[config.mk]
export PLATFORM = sky130hd
export DESIGN_NAME = uart_prog_loader
export DESIGN_NICKNAME = d
export VERILOG_FILES = /design/src/rtl/uart_prog_loader.sv
export SDC_FILE = /design/constraint.sdc
export NUM_CORES = 1
export LEC_CHECK = 0
export BUFFER_PORTS_ARGS = -buffer_cell sky130_fd_sc_hd__buf_2
export CAP_MARGIN = 20
export CORE_ASPECT_RATIO = 1.4
export CORE_UTILIZATION = 58
export DETAILED_ROUTE_END_ITERATION = 12
export PLACE_DENSITY = 0.84
export SKIP_CTS_REPAIR_TIMING = 1
export SYNTH_ARGS = -nofsm -noshare
export SYNTH_HDL_FRONTEND = slang
export SYNTH_SLANG_ARGS = --single-unit
[constraint.sdc]
create_clock -name clk -period 2.7 [get_ports clk]
set_input_delay 0.27 -clock clk [delete_from_list [all_inputs] [get_ports clk]]
set_output_delay 0.27 -clock clk [all_outputs]
set_load 0.005 [all_outputs]
[src/rtl/uart_prog_loader.sv]
// UART program loader: receives 8-bit even-parity frames, packs good bytes big-endian
// into 32-bit words, writes them to instruction memory and releases the CPU on start.
module uart_prog_loader #(
   parameter int DBIT         = 8,
   parameter int CLKS_PER_BIT = 16,
   parameter int AW           = 8
) (
   input  logic          clk,
   input  logic          reset,
   input  logic          rx,
   input  logic          startbut,
   output logic          mem_we,
   output logic [AW-1:0] mem_addr,
   output logic [31:0]   mem_wdata,
   output logic          cpu_run,
   output logic [AW:0]   word_cnt,
   output logic          parity_err,
   output logic          frame_err,
   output logic          busy
);

   localparam int CW = $clog2(CLKS_PER_BIT) + 1;
   localparam int BW = $clog2(DBIT + 1);

   typedef enum logic [2:0] {IDLE, START, DATA, PARITY, STOP, RUN} state_t;

   state_t            state, state_next;
   logic              rx_meta, rx_sync, rx_prev;
   logic [CW-1:0]     clk_cnt;
   logic [BW-1:0]     bit_cnt;
   logic [DBIT-1:0]   shreg;
   logic              byte_bad;
   logic [1:0]        byte_cnt;
   logic [23:0]       word_buf;
   logic [AW-1:0]     wr_ptr;
   logic              start_pend;

   logic              fall, go, half_tick, bit_tick;
   logic              flush, run_now, data_shift, par_check, stop_done, sample_now;
   logic              wr_full, wr_any;
   logic [31:0]       padded;

   // rx is asynchronous; the previous synchronised value gives the falling-edge detect
   always_ff @(posedge clk or negedge reset) begin
      if (!reset) begin
         rx_meta <= 1'b1;
         rx_sync <= 1'b1;
         rx_prev <= 1'b1;
      end else begin
         rx_meta <= rx;
         rx_sync <= rx_meta;
         rx_prev <= rx_sync;
      end
   end

   assign fall      = rx_prev & ~rx_sync;
   assign go        = startbut | start_pend;
   assign half_tick = (clk_cnt == CW'(CLKS_PER_BIT / 2));
   assign bit_tick  = (clk_cnt == CW'(CLKS_PER_BIT));
   assign busy      = (state == START) || (state == DATA) || (state == PARITY) || (state == STOP);

   always_ff @(posedge clk or negedge reset) begin
      if (!reset) state <= IDLE;
      else        state <= state_next;
   end

   // Start requests win over a new frame edge; a pending partial word delays RUN by one cycle
   always_comb begin
      state_next = state;
      flush      = 1'b0;
      run_now    = 1'b0;
      data_shift = 1'b0;
      par_check  = 1'b0;
      stop_done  = 1'b0;
      case (state)
         IDLE: begin
            if (go) begin
               if (byte_cnt != 2'd0) begin
                  flush = 1'b1;
               end else begin
                  run_now    = 1'b1;
                  state_next = RUN;
               end
            end else if (fall) begin
               state_next = START;
            end
         end
         START:  if (half_tick) state_next = rx_sync ? IDLE : DATA;
         DATA: begin
            if (bit_tick) begin
               data_shift = 1'b1;
               if (bit_cnt == BW'(DBIT - 1)) state_next = PARITY;
            end
         end
         PARITY: begin
            if (bit_tick) begin
               par_check  = 1'b1;
               state_next = STOP;
            end
         end
         STOP: begin
            if (bit_tick) begin
               stop_done  = 1'b1;
               state_next = IDLE;
            end
         end
         RUN:     state_next = RUN;
         default: state_next = IDLE;
      endcase
   end

   assign sample_now = ((state == START) && half_tick) | data_shift | par_check | stop_done;
   assign wr_full    = stop_done && rx_sync && !byte_bad && (byte_cnt == 2'd3);
   assign wr_any     = wr_full | flush;

   always_comb begin
      case (byte_cnt)
         2'd1:    padded = {word_buf[7:0], 24'h0};
         2'd2:    padded = {word_buf[15:0], 16'h0};
         default: padded = {word_buf[23:0], 8'h0};
      endcase
   end

   // Bit timing, byte assembly, word packing and the memory write port
   always_ff @(posedge clk or negedge reset) begin
      if (!reset) begin
         clk_cnt    <= '0;
         bit_cnt    <= '0;
         shreg      <= '0;
         byte_bad   <= 1'b0;
         byte_cnt   <= 2'd0;
         word_buf   <= '0;
         wr_ptr     <= '0;
         start_pend <= 1'b0;
         mem_we     <= 1'b0;
         mem_addr   <= '0;
         mem_wdata  <= '0;
         cpu_run    <= 1'b0;
         word_cnt   <= '0;
         parity_err <= 1'b0;
         frame_err  <= 1'b0;
      end else begin
         mem_we <= 1'b0;

         if (state == IDLE || sample_now) clk_cnt <= CW'(1);
         else if (state != RUN)            clk_cnt <= clk_cnt + CW'(1);

         if (state == IDLE)    bit_cnt <= '0;
         else if (data_shift)  bit_cnt <= bit_cnt + BW'(1);

         if (data_shift) shreg <= {rx_sync, shreg[DBIT-1:1]};

         if (par_check) begin
            byte_bad <= ((^shreg) != rx_sync);
            if ((^shreg) != rx_sync) parity_err <= 1'b1;
         end

         if (stop_done) begin
            if (!rx_sync) frame_err <= 1'b1;
            if (rx_sync && !byte_bad && byte_cnt != 2'd3) begin
               word_buf <= {word_buf[15:0], shreg[7:0]};
               byte_cnt <= byte_cnt + 2'd1;
            end
         end

         if (busy && startbut) start_pend <= 1'b1;

         if (wr_any) begin
            mem_we    <= 1'b1;
            mem_addr  <= wr_ptr;
            mem_wdata <= flush ? padded : {word_buf, shreg[7:0]};
            wr_ptr    <= wr_ptr + AW'(1);
            byte_cnt  <= 2'd0;
            if (word_cnt != {1'b1, {AW{1'b0}}}) word_cnt <= word_cnt + (AW+1)'(1);
         end

         if (flush) start_pend <= 1'b1;

         if (run_now) begin
            cpu_run    <= 1'b1;
            start_pend <= 1'b0;
         end
      end
   end

endmodule

==> run summary, run 1 <==
========================================================================================
Maximum number of pins on one net before global-route repair                          54
Total number of clock tree sinks                                                     112
Area occupied by multi-input gates                                              2100 um2
Portion of the clock cycle consumed by the worst path in the final layout          87.3%
Critical Path AT                                                                 2.59 ns
Final critical delay including setup and external delays                         2.36 ns
Fraction of power consumed by combinational cells                                   2.3%
CTS tree                                                                             yes
Final count of hold timing violations                                                  0
Antenna violations before repair                                                       0
Count of input and output buffers                                                     57
Setup TNS                                                                           0 ns
Part of the power in registers                                                     50.2%
Proportion of power drawn by the clock network                                     47.5%
Clock-pin slew on the worst setup and hold paths                                 0.07 ns
Setup violations, final                                                                0
Flop and latch count out of synthesis                                                112
Critical Path Sink Type                                                         register
Routed wire length                                                             11,100 um
Synthesized area per cell                                                       11.4 um2
Setup crit start kind                                                           register
Maximum cell stage delay along the critical path                                 0.62 ns
Result of the run                                                           finished, final reports clean
PD cells                                                                      581 nW/um2
Number of enable-type register cells in the synthesized netlist                        0
Post-synth design cell area                                                     5070 um2
Crit Path Class                                                                  reg2reg
Number of global-route vias before repair                                          3,732
Peak supply drop                                                                0.508 mV
Violation count after the first detailed-route iteration                             307
Vias per inst                                                                       6.15
Die outline area                                                                9120 um2
Initial Utilization                                                                59.5%
Cell breakdown of the critical path                                         nor3b_1, nand3_1, nor2_2, buf_4, mux2_2
Switching Share                                                                    19.7%
CP top delay family                                                         simple AND/OR/NAND/NOR gates
CTS Root Buffer Type                                                        sky130_fd_sc_hd__clkbuf_16
I/O pin cnt                                                                           58
Primary flip-flop cell chosen by synthesis mapping                          sky130_fd_sc_hd__dfrtp_1
NetSw                                                                             666 uW
Half-perimeter wire length after placement                                       7360 um
Distinct cell type count after synthesis                                              58
Height of the die                                                                 113 um
Actual transition at the worst max-transition pin                               0.592 ns
HP Class                                                                          in2reg
Final net count                                                                      512
Max-slew violation total from the final report                                         0
First-pass GRT wire length                                                     18,300 um
Die boundary width                                                               81.0 um
Data required time of the critical path                                          2.93 ns
Global-route usage over all layers                                                 26.8%
Reported leakage power                                                           2.80 nW
Number of rows created at floorplan                                                   40
Highest fanout seen on the critical path                                              24
Layout fillers                                                                       623
Cts bufs inserted                                                                      9
Max Clock Freq                                                                   424 MHz
Worst max-slew margin expressed relative to the limit                              60.3%
Total inserted antenna cells                                                           0
Number of max-capacitance violations reported                                          0
Remaining DRCs                                                                         0
Placeable core area                                                             8510 um2
Routed WL per cell                                                               18.2 um
RSZ-0062 raised after global routing                                               false
Yosys warnings                                                                         0
Synthesized instance count                                                           445
Clock latency on the worst-skew pair                                             0.35 ns
Worst Skew                                                                    0.00822 ns
Internal power                                                                   2.72 mW
Total number of vias                                                               3,742
Antenna-violating nets left                                                            0
Share of cells above drive strength 1                                              27.2%
CTS H-Tree Depth                                                                       3
Sequential element share of the synthesized area                                   55.4%
Sum of buffers and inverters on the critical path                                      1
Share of the core filled with cells                                                68.6%
Number of nets produced by synthesis                                                 459
Routability congestion estimate                                                    0.842
Count of TritonRoute iterations in the first routing pass                              4
Clk buf depth                                                                          2
Synth async-reset ratio                                                             100%
Sum of overflow across all layers after global routing                                 0
Area overhead of the layout relative to synthesis                                  15.2%
Standard cell with the maximum stage delay on the critical path             sky130_fd_sc_hd__dfrtp_1
Sequential cell area                                                            2810 um2
========================================================================================
==> worst paths after layout <==
kind	start	endpoint	slack (ns)	depth (start not counted)
min reg2reg	rx_meta	rx_sync	0.36	0
min	rx	rx_meta	0.009	1
max reg2reg	state[2]	word_buf[16]	0.34	5
max in group asynchronous	reset	rx_prev	1.54	3
min in group asynchronous	reset	mem_wdata[23]	0.41	2
max	state[2]	word_buf[16]	0.34	5
==> metrics by stage <==
| step | setup WS [ns] | instances | hold slack, ns | power (mW) | area [um2] |
|---|---|---|---|---|---|
| 3_5_place_dp | 0.410 | 591 | 0.257 | 1.81 | 5460 |
| 6_report | 0.344 | 608 | 0.00883 | 3.39 | 5830 |
| 2_1_floorplan | 0.680 | 445 | -0.0256 | 1.75 | 5070 |
| 4_1_cts | 0.390 | 607 | -0.126 | 3.41 | 5820 |
| 3_3_place_gp | 0.490 | 591 | 0.246 | 1.81 | 5460 |
| 5_1_grt | 0.205 | 608 | 0.00126 | 3.48 | 5830 |
==> cells by family after synthesis <==
| logic type | share of synthesized area (%) |
|---|---|
| compound gates | 11.1 |
| xor+xnor | 5.04 |
| fa+ha+maj | 2.47 |
| buf+inv | 3.19 |
| flops | 55.4 |
| mux | 9.53 |
| simple gates | 13.3 |
==> power groups by stage <==
stage | Combinational [mW] | Clock, mW | Sequential (mW)
after floorplan | 0.0185 | 0 | 1.74
after global placement | 0.0753 | 0 | 1.73
after detailed placement | 0.0778 | 0 | 1.74
after CTS | 0.0784 | 1.63 | 1.70
after global routing | 0.0887 | 1.69 | 1.70
final | 0.0765 | 1.61 | 1.70
==> cells in the mapped netlist (all sizes together), types with 11 or more instances <==
| cell type | number | area share (%) |
|---|---|---|
| clkbuf | 11 | 0.82 |
| a21oi | 27 | 2.7 |
| xor2 | 12 | 2.1 |
| nor2 | 21 | 1.8 |
| mux2 | 42 | 9.3 |
| xnor2 | 12 | 2.1 |
| nand2 | 33 | 2.4 |
| buf | 16 | 1.6 |
| dfrtp | 109 | 54 |
| o21ai | 16 | 1.6 |
| nand3 | 33 | 3.3 |
| nor3 | 12 | 1.5 |
==> per-layer routing <==
layer | GRT usage, % | up-vias | part of all wire, %
li1 | - | 1708 | -
met1 | 32.5 | 1896 | 40
met2 | 44.4 | 107 | 53
met3 | 5.77 | 31 | 3.9
met4 | 13.3 | 0 | 2.8
met5 | 0 | - | 0
==> flip-flops by register name (all words and copies together) (netlist names), 2 cells and up <==
register	cells
mem_wdata	32
state	3
word_cnt	9
word_buf	24
clk_cnt	5
byte_cnt	2
bit_cnt	4
wr_ptr	8
shreg	8
mem_addr	8
==> layout by cell type (no fill, tap or decap), types with 2 or more instances in the layout <==
master and n:
sky130_fd_sc_hd__dfrtp_1 109, sky130_fd_sc_hd__buf_2 56, sky130_fd_sc_hd__mux2_2 41, sky130_fd_sc_hd__nand3_1 33
sky130_fd_sc_hd__nand2_1 33, sky130_fd_sc_hd__a21oi_1 27, sky130_fd_sc_hd__nor2_1 19, sky130_fd_sc_hd__o21ai_0 15
sky130_fd_sc_hd__xor2_1 12, sky130_fd_sc_hd__xnor2_1 12, sky130_fd_sc_hd__buf_4 11, sky130_fd_sc_hd__nor3_1 10
sky130_fd_sc_hd__ha_1 10, sky130_fd_sc_hd__inv_1 9, sky130_fd_sc_hd__o31ai_1 9, sky130_fd_sc_hd__clkbuf_16 9
sky130_fd_sc_hd__a221oi_1 8, sky130_fd_sc_hd__a31oi_1 8, sky130_fd_sc_hd__nand4_1 7, sky130_fd_sc_hd__o2111ai_1 5
sky130_fd_sc_hd__and3_1 4, sky130_fd_sc_hd__nand2b_1 4, sky130_fd_sc_hd__bufinv_16 4, sky130_fd_sc_hd__nor2b_1 3
sky130_fd_sc_hd__dfstp_2 3, sky130_fd_sc_hd__nor3b_1 2, sky130_fd_sc_hd__and4_1 2, sky130_fd_sc_hd__xnor3_1 2
sky130_fd_sc_hd__a211oi_1 2
==> cell type report <==
cell class | instances | area share (%)
sequential | 112 | 48.1
multi-input combinational | 296 | 36.0
timing repair buffer | 69 | 6.73
clock buffer | 9 | 3.86
clock inverter | 7 | 2.44
tap | 105 | 2.25
inverter | 10 | 0.643
Power figures use the tool's default switching activity.
==> run 2, diff against run 1 <==
Settings changed: CELL_PAD_IN_SITES_DETAIL_PLACEMENT from default to 0, CELL_PAD_IN_SITES_GLOBAL_PLACEMENT from default to 1, CORE_UTILIZATION 58 to 46.
==> run 2 against run 1 <==
  * Final cell count grew 6.6%
  * Setup slack better by 0.0049 ns
  * Count of clock-buffer cells in the layout increased by 2
  * Clock skew up 0.0010 ns
  * Worst hold slack better by 0.010 ns
  * Combinational power down 1%
  * Critical path depth decreased by 1
  * Via count fell by 3.6%
  * Die area increased by 26%
  * Register-to-register slack is essentially flat
  * Clock power is 12% lower
  * Flip-flop and latch count unchanged
  * Largest power group unchanged
==> run summary, run 2 (synthesized netlist as in run 1, its figures left out) <==
========================================================================================
Result of the run                                                           finished, final reports clean
Number of flip-flops under the largest register name                                  32
Count of TritonRoute iterations in the first routing pass                              4
Maximum number of pins on one net before global-route repair                          56
R2r startpoint                                                                  state[0]
Global-route usage over all layers                                                 20.0%
Total number of clock tree sinks                                                     112
Most frequent standard cell in the layout excluding fill and tap cells      sky130_fd_sc_hd__dfrtp_1
Actual transition at the worst max-transition pin                               0.599 ns
Largest register by flop count                                                 mem_wdata
Critical Path Sink Type                                                         register
Clk buf depth                                                                          2
Area overhead of the layout relative to synthesis                                  15.8%
Source of the worst hold timing path                                                  rx
Max-slew violation total from the final report                                         0
Antenna violations before repair                                                       0
Worst max-slew margin expressed relative to the limit                              59.9%
Worst Skew                                                                    0.00923 ns
Internal power                                                                   2.56 mW
Switching Share                                                                    20.0%
Maximum cell stage delay along the critical path                                 0.59 ns
Total inserted antenna cells                                                           0
Count of input and output buffers                                                     57
Fraction of power consumed by combinational cells                                   2.4%
Die boundary width                                                               90.7 um
HP Class                                                                          in2reg
Cts bufs inserted                                                                      9
Setup crit start kind                                                           register
Commonest cells after routing, fill and taps aside                          sky130_fd_sc_hd__dfrtp_1 (109), sky130_fd_sc_hd__buf_2 (56), sky130_fd_sc_hd__mux2_2 (41)
Number of global-route vias before repair                                          3,586
First-pass GRT wire length                                                     18,000 um
Clock latency on the worst-skew pair                                             0.35 ns
Sum of overflow across all layers after global routing                                 0
Remaining DRCs                                                                         0
Max Clock Freq                                                                   425 MHz
Setup violations, final                                                                0
I/O pin cnt                                                                           58
Data required time of the critical path                                          2.97 ns
Standard cell with the maximum stage delay on the critical path             sky130_fd_sc_hd__nand4_1
Peak supply drop                                                                0.285 mV
Final net count                                                                      516
Number of rows created at floorplan                                                   45
Initial Utilization                                                                47.1%
Portion of the clock cycle consumed by the worst path in the final layout          87.1%
Highest fanout seen on the critical path                                              12
Cell breakdown of the critical path                                         nor3b_1, nand4_1, a211oi_1, xor2_1
RSZ-0062 raised after global routing                                               false
Final critical delay including setup and external delays                         2.35 ns
Routed wire length                                                             10,700 um
Routed WL per cell                                                               16.5 um
Routability congestion estimate                                                    0.844
Register-to-Register Setup Slack                                                 0.35 ns
Violation count after the first detailed-route iteration                             162
Share of the core filled with cells                                                54.5%
Reported leakage power                                                           2.79 nW
Placeable core area                                                           10,800 um2
CTS H-Tree Depth                                                                       3
Number of cell instances on the worst register-to-register path                        4
Die outline area                                                              11,400 um2
Crit Path Class                                                                  reg2reg
Total number of vias                                                               3,608
Proportion of power drawn by the clock network                                     44.4%
CTS Root Buffer Type                                                        sky130_fd_sc_hd__clkbuf_16
CTS tree                                                                             yes
Height of the die                                                                 126 um
Share of cells above drive strength 1                                              27.6%
Setup TNS                                                                           0 ns
Number of max-capacitance violations reported                                          0
NetSw                                                                             639 uW
Startpoint of the worst setup timing path                                       state[0]
PD cells                                                                      545 nW/um2
Crit Reg-Reg Endpoint                                                          wr_ptr[7]
Registers with the most flip-flops                                          mem_wdata (32), word_buf (24), word_cnt (9)
Final count of hold timing violations                                                  0
Antenna-violating nets left                                                            0
Critical path capture point                                                    wr_ptr[7]
Vias per inst                                                                       5.57
Clock-pin slew on the worst setup and hold paths                                 0.07 ns
Half-perimeter wire length after placement                                       7430 um
Critical Path AT                                                                 2.63 ns
Part of the power in registers                                                     53.3%
========================================================================================
[run 2: cell count changes in the layout (fill, tap and decap cells not counted)]
cell                         before  now
sky130_fd_sc_hd__clkbuf_8         0    1
sky130_fd_sc_hd__clkbuf_1         0    1
sky130_fd_sc_hd__buf_4           11   15
sky130_fd_sc_hd__inv_6            1    0
sky130_fd_sc_hd__clkinvlp_4       0    2
sky130_fd_sc_hd__bufinv_16        4    2
sky130_fd_sc_hd__clkinv_4         1    0
[run 2: worst min-delay path by stage]
stage	end	slack, ns	depth (start not counted)
after floorplan	bit_cnt[0]	-0.03	0
after global placement	mem_wdata[25]	0.25	1
after detailed placement	mem_wdata[26]	0.25	1
after CTS	mem_wdata[12]	-0.13	1
after global routing	rx_meta	0.01	1
final	rx_meta	0.02	1
[run 2: critical path: cells and delay by family (launching register included)]
| kind | cells | cell delay [ns] |
|---|---|---|
| DFF | 1 | 0.52 |
| and+or+nand+nor | 2 | 1.10 |
| xor gates and xnor gates | 1 | 0.18 |
| AOI/OAI and AO/OA | 1 | 0.48 |
[run 2: layer usage]
metal / track usage (%) / up-vias / wire length [um]
li1: - / 1718 / -
met1: 25.2 / 1805 / 4720
met2: 33.6 / 71 / 5500
met3: 3.62 / 14 / 340
met4: 8.63 / 0 / 164
met5: 0 / - / 0
[run 2: power groups by stage]
stage                     Sequential (mW)  Combinational, mW  Clock (mW)
after detailed placement             1.73             0.0773           0
after global routing                 1.70             0.0877        1.51
after CTS                            1.70             0.0776        1.45
final                                1.70             0.0757        1.42
after global placement               1.73             0.0761           0
after floorplan                      1.74             0.0185           0
[run 2: stage by stage]
step           area, um2  setup slack, ns  hold WS (ns)  std cells  power (mW)
2_1_floorplan       5070            0.680       -0.0256        445        1.75
3_3_place_gp        5530            0.422         0.249        631        1.81
4_1_cts             5850            0.349        -0.130        647        3.23
3_5_place_dp        5530            0.356         0.249        631        1.81
5_1_grt             5860            0.183       0.00984        648        3.30
6_report            5860            0.349        0.0193        648        3.20
[run 2: layout make-up]
class / instances / area (um2)
Inverter: 10 / 37.5
Clock buffer: 11 / 243
Sequential cell: 112 / 2810
Clock inverter: 5 / 80.1
Tap cell: 141 / 176
Multi-Input combinational cell: 296 / 2100
Timing Repair Buffer: 73 / 423
Fill cell: 943 / 4890
==> run 3, diff against run 2 <==
Settings changed: CORE_UTILIZATION 46 to 50, PLACE_DENSITY 0.84 to 0.89.
Clock period 2.7 ns to 2.74 ns, I/O delays scaled along.
==> run 3 against run 2 <==
  * Sequential power about the same
  * Flip-flop and latch count unchanged
  * Power fell by 1.7%
  * Highest routed layer unchanged
  * Non-clock buffer count fell by 2
  * Worst hold slack better by 0.0016 ns
  * Via count rose by 0.25%
  * Sequential share of layout area rose by 0.33 points
  * Global-route usage rose by 2.0 points
  * Critical endpoint is now word_buf[16]
  * Cell area decreased by 0.68%
==> run summary, run 3 (synthesized netlist as in run 1, its figures left out) <==
========================================================================================
Largest register by flop count                                                 mem_wdata
Critical Path Sink Type                                                         register
Number of max-capacitance violations reported                                          0
Routability congestion estimate                                                    0.809
Part of the power in registers                                                     53.4%
Remaining DRCs                                                                         0
Layout fillers                                                                       905
Fraction of power consumed by combinational cells                                   2.3%
CTS H-Tree Depth                                                                       3
Maximum number of pins on one net before global-route repair                          69
Final count of hold timing violations                                                  0
Routed WL per cell                                                               16.4 um
Max-slew violation total from the final report                                         0
Clock-pin slew on the worst setup and hold paths                                 0.07 ns
Clk buf depth                                                                          2
Routed wire length                                                             10,500 um
Most frequent standard cell in the layout excluding fill and tap cells      sky130_fd_sc_hd__dfrtp_1
Highest fanout seen on the critical path                                              24
Clock latency on the worst-skew pair                                             0.35 ns
Total number of clock tree sinks                                                     112
Placeable core area                                                             9900 um2
Final critical delay including setup and external delays                         2.37 ns
I/O pin cnt                                                                           58
Vias per inst                                                                       5.65
Die boundary width                                                               87.1 um
Post-route standard cell area excluding fillers                                 5820 um2
Area overhead of the layout relative to synthesis                                  15.0%
Half-perimeter wire length after placement                                       7350 um
Register-to-Register Setup Slack                                                 0.37 ns
Result of the run                                                           finished, final reports clean
Worst Skew                                                                    0.00711 ns
Internal power                                                                   2.50 mW
Total number of vias                                                               3,617
RSZ-0062 raised after global routing                                               false
Data required time of the critical path                                          2.97 ns
Maximum cell stage delay along the critical path                                 0.63 ns
Worst max-slew margin expressed relative to the limit                              43.7%
Count of TritonRoute iterations in the first routing pass                              4
Portion of the clock cycle consumed by the worst path in the final layout          86.6%
Global-route usage over all layers                                                 21.9%
Area of placed instances                                                        5500 um2
Count of input and output buffers                                                     57
Violation count after the first detailed-route iteration                             228
Setup crit start kind                                                           register
Actual transition at the worst max-transition pin                               0.845 ns
Max Clock Freq                                                                   421 MHz
Standard cell with the maximum stage delay on the critical path             sky130_fd_sc_hd__dfrtp_1
Antenna violations before repair                                                       0
NetSw                                                                             641 uW
Crit Reg-Reg Endpoint                                                       word_buf[16]
Final net count                                                                      514
Share of the core filled with cells                                                58.8%
Number of cell instances on the worst register-to-register path                        5
PD cells                                                                      539 nW/um2
Sum of overflow across all layers after global routing                                 0
Crit Path Class                                                                  reg2reg
Peak supply drop                                                                0.356 mV
Reported leakage power                                                           2.79 nW
R2r startpoint                                                                  state[2]
HP Class                                                                        in2async
Cell breakdown of the critical path                                         nor3b_1, nand3_1, nor2_2, buf_4, mux2_2
CTS tree                                                                             yes
Number of flip-flops under the largest register name                                  32
Antenna-violating nets left                                                            0
Proportion of power drawn by the clock network                                     44.2%
Critical Path AT                                                                 2.60 ns
Setup violations, final                                                                0
CTS Root Buffer Type                                                        sky130_fd_sc_hd__clkbuf_16
Commonest cells after routing, fill and taps aside                          sky130_fd_sc_hd__dfrtp_1 (109), sky130_fd_sc_hd__buf_2 (56), sky130_fd_sc_hd__mux2_2 (41)
Smallest hold slack                                                            0.0209 ns
Die outline area                                                              10,500 um2
First-pass GRT wire length                                                     17,600 um
Number of rows created at floorplan                                                   43
Height of the die                                                                 121 um
Setup TNS                                                                           0 ns
Initial Utilization                                                                51.2%
Switching Share                                                                    20.4%
Registers with the most flip-flops                                          mem_wdata (32), word_buf (24), word_cnt (9)
Number of global-route vias before repair                                          3,560
Total inserted antenna cells                                                           0
Share of cells above drive strength 1                                              27.5%
Cts bufs inserted                                                                      9
========================================================================================
## run 3: stage by stage
stage               worst slack, ns  instances  total power [mW]
floorplan                     0.720        445              1.73
global placement              0.473        624              1.78
detailed placement            0.408        624              1.79
CTS                           0.372        640              3.18
global route                  0.251        640              3.26
finish                        0.367        640              3.14
## run 3: worst max-delay path by stage
stage          slack (ns)  startpoint  cells after the start            to
2_1_floorplan        0.72  clk_cnt[0]                      8   mem_addr[7]
3_3_place_gp         0.47  clk_cnt[0]                      7     wr_ptr[1]
3_5_place_dp         0.41  clk_cnt[0]                      7     wr_ptr[1]
4_1_cts              0.37    state[2]                      5   word_buf[8]
5_1_grt              0.25  clk_cnt[0]                      7     wr_ptr[1]
6_report             0.37    state[2]                      5  word_buf[16]
## run 3: power by group through the flow
stage                     Sequential (mW)  Clock (mW)  Combinational (mW)
final                                1.68        1.39              0.0736
after global routing                 1.68        1.49              0.0871
after detailed placement             1.71           0              0.0767
after floorplan                      1.71           0              0.0182
after global placement               1.71           0              0.0745
after CTS                            1.68        1.43              0.0769
## run 3: cell type report
| class | count | area (um2) | share of cell area (%) |
|---|---|---|---|
| clock buffer | 10 | 229 | 3.93 |
| clock inverter | 6 | 91.3 | 1.57 |
| inverter | 10 | 37.5 | 0.644 |
| multi-input combinational | 296 | 2100 | 36.0 |
| sequential | 112 | 2810 | 48.2 |
| tap | 135 | 169 | 2.90 |
| timing repair buffer | 71 | 393 | 6.75 |
## run 3: critical path, delay by kind of cell (launching register included)
kind          cells  cell delay (ns)
buf+inv           1             0.31
flops             1             0.63
mux               1             0.38
simple gates      3             0.93
## run 3: metal layers
layer / GRT usage [%] / routed length, um / up-vias / part of all wire [%]
met5: 0 / 0 / - / 0
met1: 27.4 / 4580 / 1818 / 44
li1: - / - / 1717 / -
met3: 4.69 / 358 / 8 / 3.4
met2: 37.5 / 5470 / 74 / 52
met4: 7.19 / 116 / 0 / 1.1
